### config.mk
export PLATFORM = sky130hd
export DESIGN_NAME = timer_counter
export DESIGN_NICKNAME = d
export VERILOG_FILES = /design/src/rtl/timer_counter.sv
export SDC_FILE = /design/constraint.sdc
export NUM_CORES = 1
export LEC_CHECK = 0
export BUFFER_PORTS_ARGS = -buffer_cell sky130_fd_sc_hd__buf_2
export CAP_MARGIN = 20
export CORE_UTILIZATION = 38
export CTS_CLUSTER_DIAMETER = 100
export DETAILED_ROUTE_END_ITERATION = 6
export PLACE_DENSITY = 0.68
export SLEW_MARGIN = 20
export SYNTH_ARGS = -nofsm -noshare
export SYNTH_HDL_FRONTEND = slang
export SYNTH_SLANG_ARGS = --single-unit
### constraint.sdc
create_clock -name clk -period 2.6 [get_ports clk]
set_input_delay 0.26 -clock clk [delete_from_list [all_inputs] [get_ports clk]]
set_output_delay 0.26 -clock clk [all_outputs]
set_load 0.01 [all_outputs]
### src/rtl/timer_counter.sv
// Memory-mapped programmable down-counter that raises an interrupt for CP0.
// Latency: register writes take effect at the next rising edge; readData is combinational.
// Backpressure: none; writes are accepted every cycle and override the counting sequence.
module timer_counter #(
  parameter int COUNTER_WIDTH = 32
) (
  input  logic        clk,
  input  logic        reset,
  input  logic [1:0]  address,
  input  logic        writeEnable,
  input  logic [31:0] writeData,
  output logic [31:0] readData,
  output logic        irq
);

  typedef enum logic [1:0] {
    IDLE = 2'd0,
    LOAD = 2'd1,
    CNT  = 2'd2,
    INT  = 2'd3
  } state_t;

  localparam logic [1:0] ADDR_CTRL   = 2'd0;
  localparam logic [1:0] ADDR_PRESET = 2'd1;
  localparam logic [1:0] ADDR_COUNT  = 2'd2;

  localparam logic [COUNTER_WIDTH-1:0] ONE = COUNTER_WIDTH'(1);

  state_t                   state;
  logic                     ctrl_en;
  logic [1:0]               ctrl_mode;
  logic                     ctrl_im;
  logic [COUNTER_WIDTH-1:0] preset;
  logic [COUNTER_WIDTH-1:0] count;
  logic                     irq_pending;

  logic ctrl_wr;
  logic preset_wr;
  logic auto_reload;

  assign ctrl_wr     = writeEnable && (address == ADDR_CTRL);
  assign preset_wr   = writeEnable && (address == ADDR_PRESET);
  // Only mode 1 reloads; modes 0, 2 and 3 all behave as one-shot.
  assign auto_reload = (ctrl_mode == 2'd1);

  // The mask only gates the request; it never creates a pending interrupt.
  assign irq = irq_pending & ctrl_im;

  // Register file and counting FSM; software writes win over any state transition.
  always_ff @(posedge clk or posedge reset) begin
    if (reset) begin
      state       <= IDLE;
      ctrl_en     <= 1'b0;
      ctrl_mode   <= 2'd0;
      ctrl_im     <= 1'b0;
      preset      <= '0;
      count       <= '0;
      irq_pending <= 1'b0;
    end else if (ctrl_wr || preset_wr) begin
      if (ctrl_wr) begin
        ctrl_en   <= writeData[0];
        ctrl_mode <= writeData[2:1];
        ctrl_im   <= writeData[3];
      end
      if (preset_wr) begin
        preset <= writeData[COUNTER_WIDTH-1:0];
      end
      // A reconfiguration acknowledges any pending interrupt and restarts
      // the sequence from IDLE; COUNT keeps its value until the next LOAD.
      state       <= IDLE;
      irq_pending <= 1'b0;
    end else begin
      case (state)
        IDLE: begin
          if (ctrl_en) begin
            state <= LOAD;
          end
        end
        LOAD: begin
          count <= preset;
          state <= CNT;
        end
        CNT: begin
          if (!ctrl_en) begin
            state <= IDLE;
          end else if (count > ONE) begin
            count <= count - ONE;
          end else begin
            // COUNT of 0 or 1 expires; saturate at zero rather than wrap.
            count       <= '0;
            irq_pending <= 1'b1;
            state       <= INT;
            if (!auto_reload) begin
              ctrl_en <= 1'b0;
            end
          end
        end
        INT: begin
          // One-shot parks here until software writes; auto-reload
          // drops the request after one cycle and reloads.
          if (auto_reload) begin
            irq_pending <= 1'b0;
            state       <= LOAD;
          end
        end
        default: begin
          state <= IDLE;
        end
      endcase
    end
  end

  // Combinational read mux; narrow counters are zero-extended to 32 bits.
  always_comb begin
    readData = 32'd0;
    case (address)
      ADDR_CTRL:   readData[3:0] = {ctrl_im, ctrl_mode, ctrl_en};
      ADDR_PRESET: readData[COUNTER_WIDTH-1:0] = preset;
      ADDR_COUNT:  readData[COUNTER_WIDTH-1:0] = count;
      default:     readData = 32'd0;
    endcase
  end

endmodule

==> impl_results.md <==
* Tightest Pin Transition at 757 ps
* Setup Skew at 5.51 ps
* R2r startpoint: count[0]
* # nets final at 585
* Syn avg cell area at 9.68 µm²
* Total Power at 5.82 mW
* Largest net degree at the start of global routing at 72
* Final Hold Fails at 18
* IO buf count at 69
* Yosys warning count at 0
* DRT iter0 DRCs at 413
* CTS clk-pin slew, worst paths at 60 ps
* Finish-stage setup viols at 0
* Vias in the first global route at 4059
* Tmin final at 2420 ps
* CP Capture Type: flip-flop
* Setup crit end: count[28]
* Mapped Cells at 460
* Max clock buf depth at 2
* R2R Setup Slk at 180 ps
* Fin cells at 686
* Initial Util at 39.0%
* Slowest CP cell: or3b_1
* Post-synthesis async set-or-reset flop share at 100%
* Routed Antenna Nets at 0
* Crit-path cells: inv_1 -> ha_1 -> or3b_1 -> or3_1 -> o311ai_1 -> o311ai_1
* Setup_tns at 0 ps
* Die area at 12200 µm²
* CP most frequent cell: o311ai_1
* Die Y-Extent at 110 µm
* Cts repair resizes at 0
* Met3 Wirelength at 717 µm
* Final wirelength at 12.7 mm
* Hold slack at -26.9 ps
* Global Route Usage Sum at 22.3%
* Failing checks: DRC, hold timing
* Final Wtd Congestion at 0.924
* Library cells used by synthesis at 61
* Post-synthesis cell area at 4450 µm²
* Leak at 2.37 nW
* CTS sink cnt at 71
* Clock Latency Late Sink at 340 ps
* Seq/Total Area, Yosys at 39.9%
* Run status: complete, but fails checks
* Ant. Diodes at 0
* Synth Net Count at 507
* Final Max Tran Viols at 0
* Crit-path max FO at 9
* CP Buf/Inv Count at 1
* EDFF count, synth at 0
* CP Launch Type: flip-flop
* First-pass GRT wire length at 20.6 mm
* Placed cells at 670
* Setup ws final at 178 ps
* DR WL/cell at 18.5 µm
* Total core area at 11400 µm²
* Root Driver: clkbuf_16
* CTS tree: done
* Top Layer Used: met4
* Setup CP Type: reg2reg
* WP depth at 6
* Hold Crit Class: in2async
* Unrepaired setup endpoints after global routing: no
* R2R depth at 6
* DR vias/cell at 6.00
* CTS buffer count at 9
* Crit path DAT at 2630 ps
* H-tree Lvls at 3
* Initial antenna violation count at 0
* Via count at 4114
* Max VDD drop at 0.434 mV
* Synth Register Bits at 71
* Filler cells at 1099
* Row cnt at 39
* Hold_buf cts at 0
* Remaining Overflow, GRT at 0
* Max incr delay on CP at 530 ps
* Reg-to-reg endpoint: count[28]
* Final worst-path cycle share at 93.2%
* CP Data Required Time at 2810 ps
* Setup crit start: count[0]
* Pwr dens at 1070 nW/µm²
* M1 WL at 5.52 mm
* DRC at 7
* Die outline width at 110 µm
* Largest delay share family, worst path: simple AND/OR/NAND/NOR gates
* Rel. slew slack at 49.5%
* Fmax at 413 MHz
* Primary FF master, synth: dfrtp_1
* DP HPWL at 8.90 mm
* Ports at 70
* WL met2 at 5.98 mm
* Area growth, synth to finish at 22.6%
* Layout cell share with drive strength beyond 1 at 30.4%
* DR pass1 iterations at 7
* Max_cap viols at 0
* Pre-CTS setup slack at 287 ps
* Post-CTS setup buffer count at 0
synth_stat cells (all sizes together) (2+ instances only):
cell | instances | share of area (%)
nor4 | 17 | 3.3
clkbuf | 23 | 1.9
ha | 10 | 2.8
a21oi | 11 | 1.2
o21ai | 22 | 2.5
o211ai | 6 | 1.1
nand3 | 22 | 2.6
o22ai | 2 | 0.28
o311ai | 5 | 0.98
buf | 11 | 1.5
o41ai | 3 | 0.59
nor3 | 12 | 1.5
or4 | 12 | 2.0
dfrtp | 71 | 40
o2bb2ai | 3 | 0.59
mux2i | 4 | 0.90
mux2 | 37 | 9.4
or3 | 8 | 1.2
a222oi | 4 | 0.90
a22o | 11 | 2.2
nor2 | 25 | 2.1
inv | 15 | 1.3
nand4 | 5 | 1.0
a32o | 2 | 0.45
a31o | 2 | 0.39
a21o | 2 | 0.34
a32oi | 2 | 0.39
nand2 | 22 | 1.9
a31oi | 2 | 0.28
and3 | 8 | 1.1
a22oi | 31 | 5.2
o31ai | 2 | 0.65
nor2b | 30 | 4.2
and2 | 2 | 0.28
a211o | 3 | 0.59
cell type report:
type / count / area (µm²) / share of cell area, %
inverter: 15 / 56.3 / 1.03
clock inverter: 6 / 108 / 1.97
sequential: 71 / 1780 / 32.5
tap: 143 / 179 / 3.28
clock buffer: 10 / 239 / 4.38
multi-input combinational: 340 / 2470 / 45.2
timing repair buffer: 101 / 636 / 11.6
metal layers:
layer	track usage, %	vias to the layer above
met5	0	-
met4	13.2	0
met3	3.00	33
met2	34.7	157
met1	29.7	2011
li1	-	1913
worst reg2reg max path, delay by kind of cell, from the launching register on:
kind                     cells  cell delay (ps)
AO/OA/AOI/OAI                2              490
adder cells (fa/ha/maj)      1              230
buffers and inverters        1              130
flip-flops                   1              440
AND/OR/NAND/NOR              2             1010
state kept, by name, indices dropped and copies added, names as in the netlist:
| signal | count |
|---|---|
| ctrl_en | 1 |
| preset | 32 |
| state | 2 |
| irq_pending | 1 |
| ctrl_im | 1 |
| ctrl_mode | 2 |
| count | 32 |
cells by family after synthesis:
family                     share of synthesized area (%)
DFF                                                 39.9
buffers and inverters                               4.75
adders and majority gates                           2.81
muxes                                               10.3
AOI/OAI and AO/OA                                   20.2
and+or+nand+nor                                     22.1
power by group:
part | internal, mW | total [mW] | switching [mW]
clock | 0.959 | 1.44 | 0.476
combinational | 1.09 | 2.41 | 1.32
sequential | 1.48 | 1.97 | 0.491
per-stage QoR:
step / cell area [µm²] / hold slack, ps / util [%]
after floorplan: 4450 / 407 / -
after global placement: 5110 / 375 / 44.8
after detailed placement: 5110 / 377 / 44.8
after CTS: 5460 / 21.8 / 47.8
after global routing: 5460 / 43.3 / 47.8
final: 5460 / -26.9 / 47.8
cell usage in the layout, fill, tap and decap left out, types with 3 or more instances in the layout:
master	instances
or4_1	12
and3_1	8
mux2i_1	4
a22oi_1	31
buf_12	4
bufinv_16	3
mux2_2	36
nor4_1	13
nand2_1	22
nor2_1	25
dfrtp_1	71
a211o_1	3
nand4_1	4
nand3_1	21
inv_1	14
o21ai_0	5
o2bb2ai_1	3
nor2b_1	30
a222oi_1	4
clkbuf_16	9
buf_4	28
o41ai_1	3
nor3_1	11
buf_2	69
ha_1	10
o211ai_1	5
or3_1	7
a21oi_1	11
o311ai_1	5
a22o_1	11
o21ai_1	17
worst min-delay path by stage:
stage                 endpoint  slack [ps]
finish               preset[5]         -30
global route         preset[5]          40
CTS                 preset[31]          20
detailed placement   preset[5]         380
global placement     preset[5]         370
floorplan              ctrl_en         410
(Power assumes the default switching activity.)
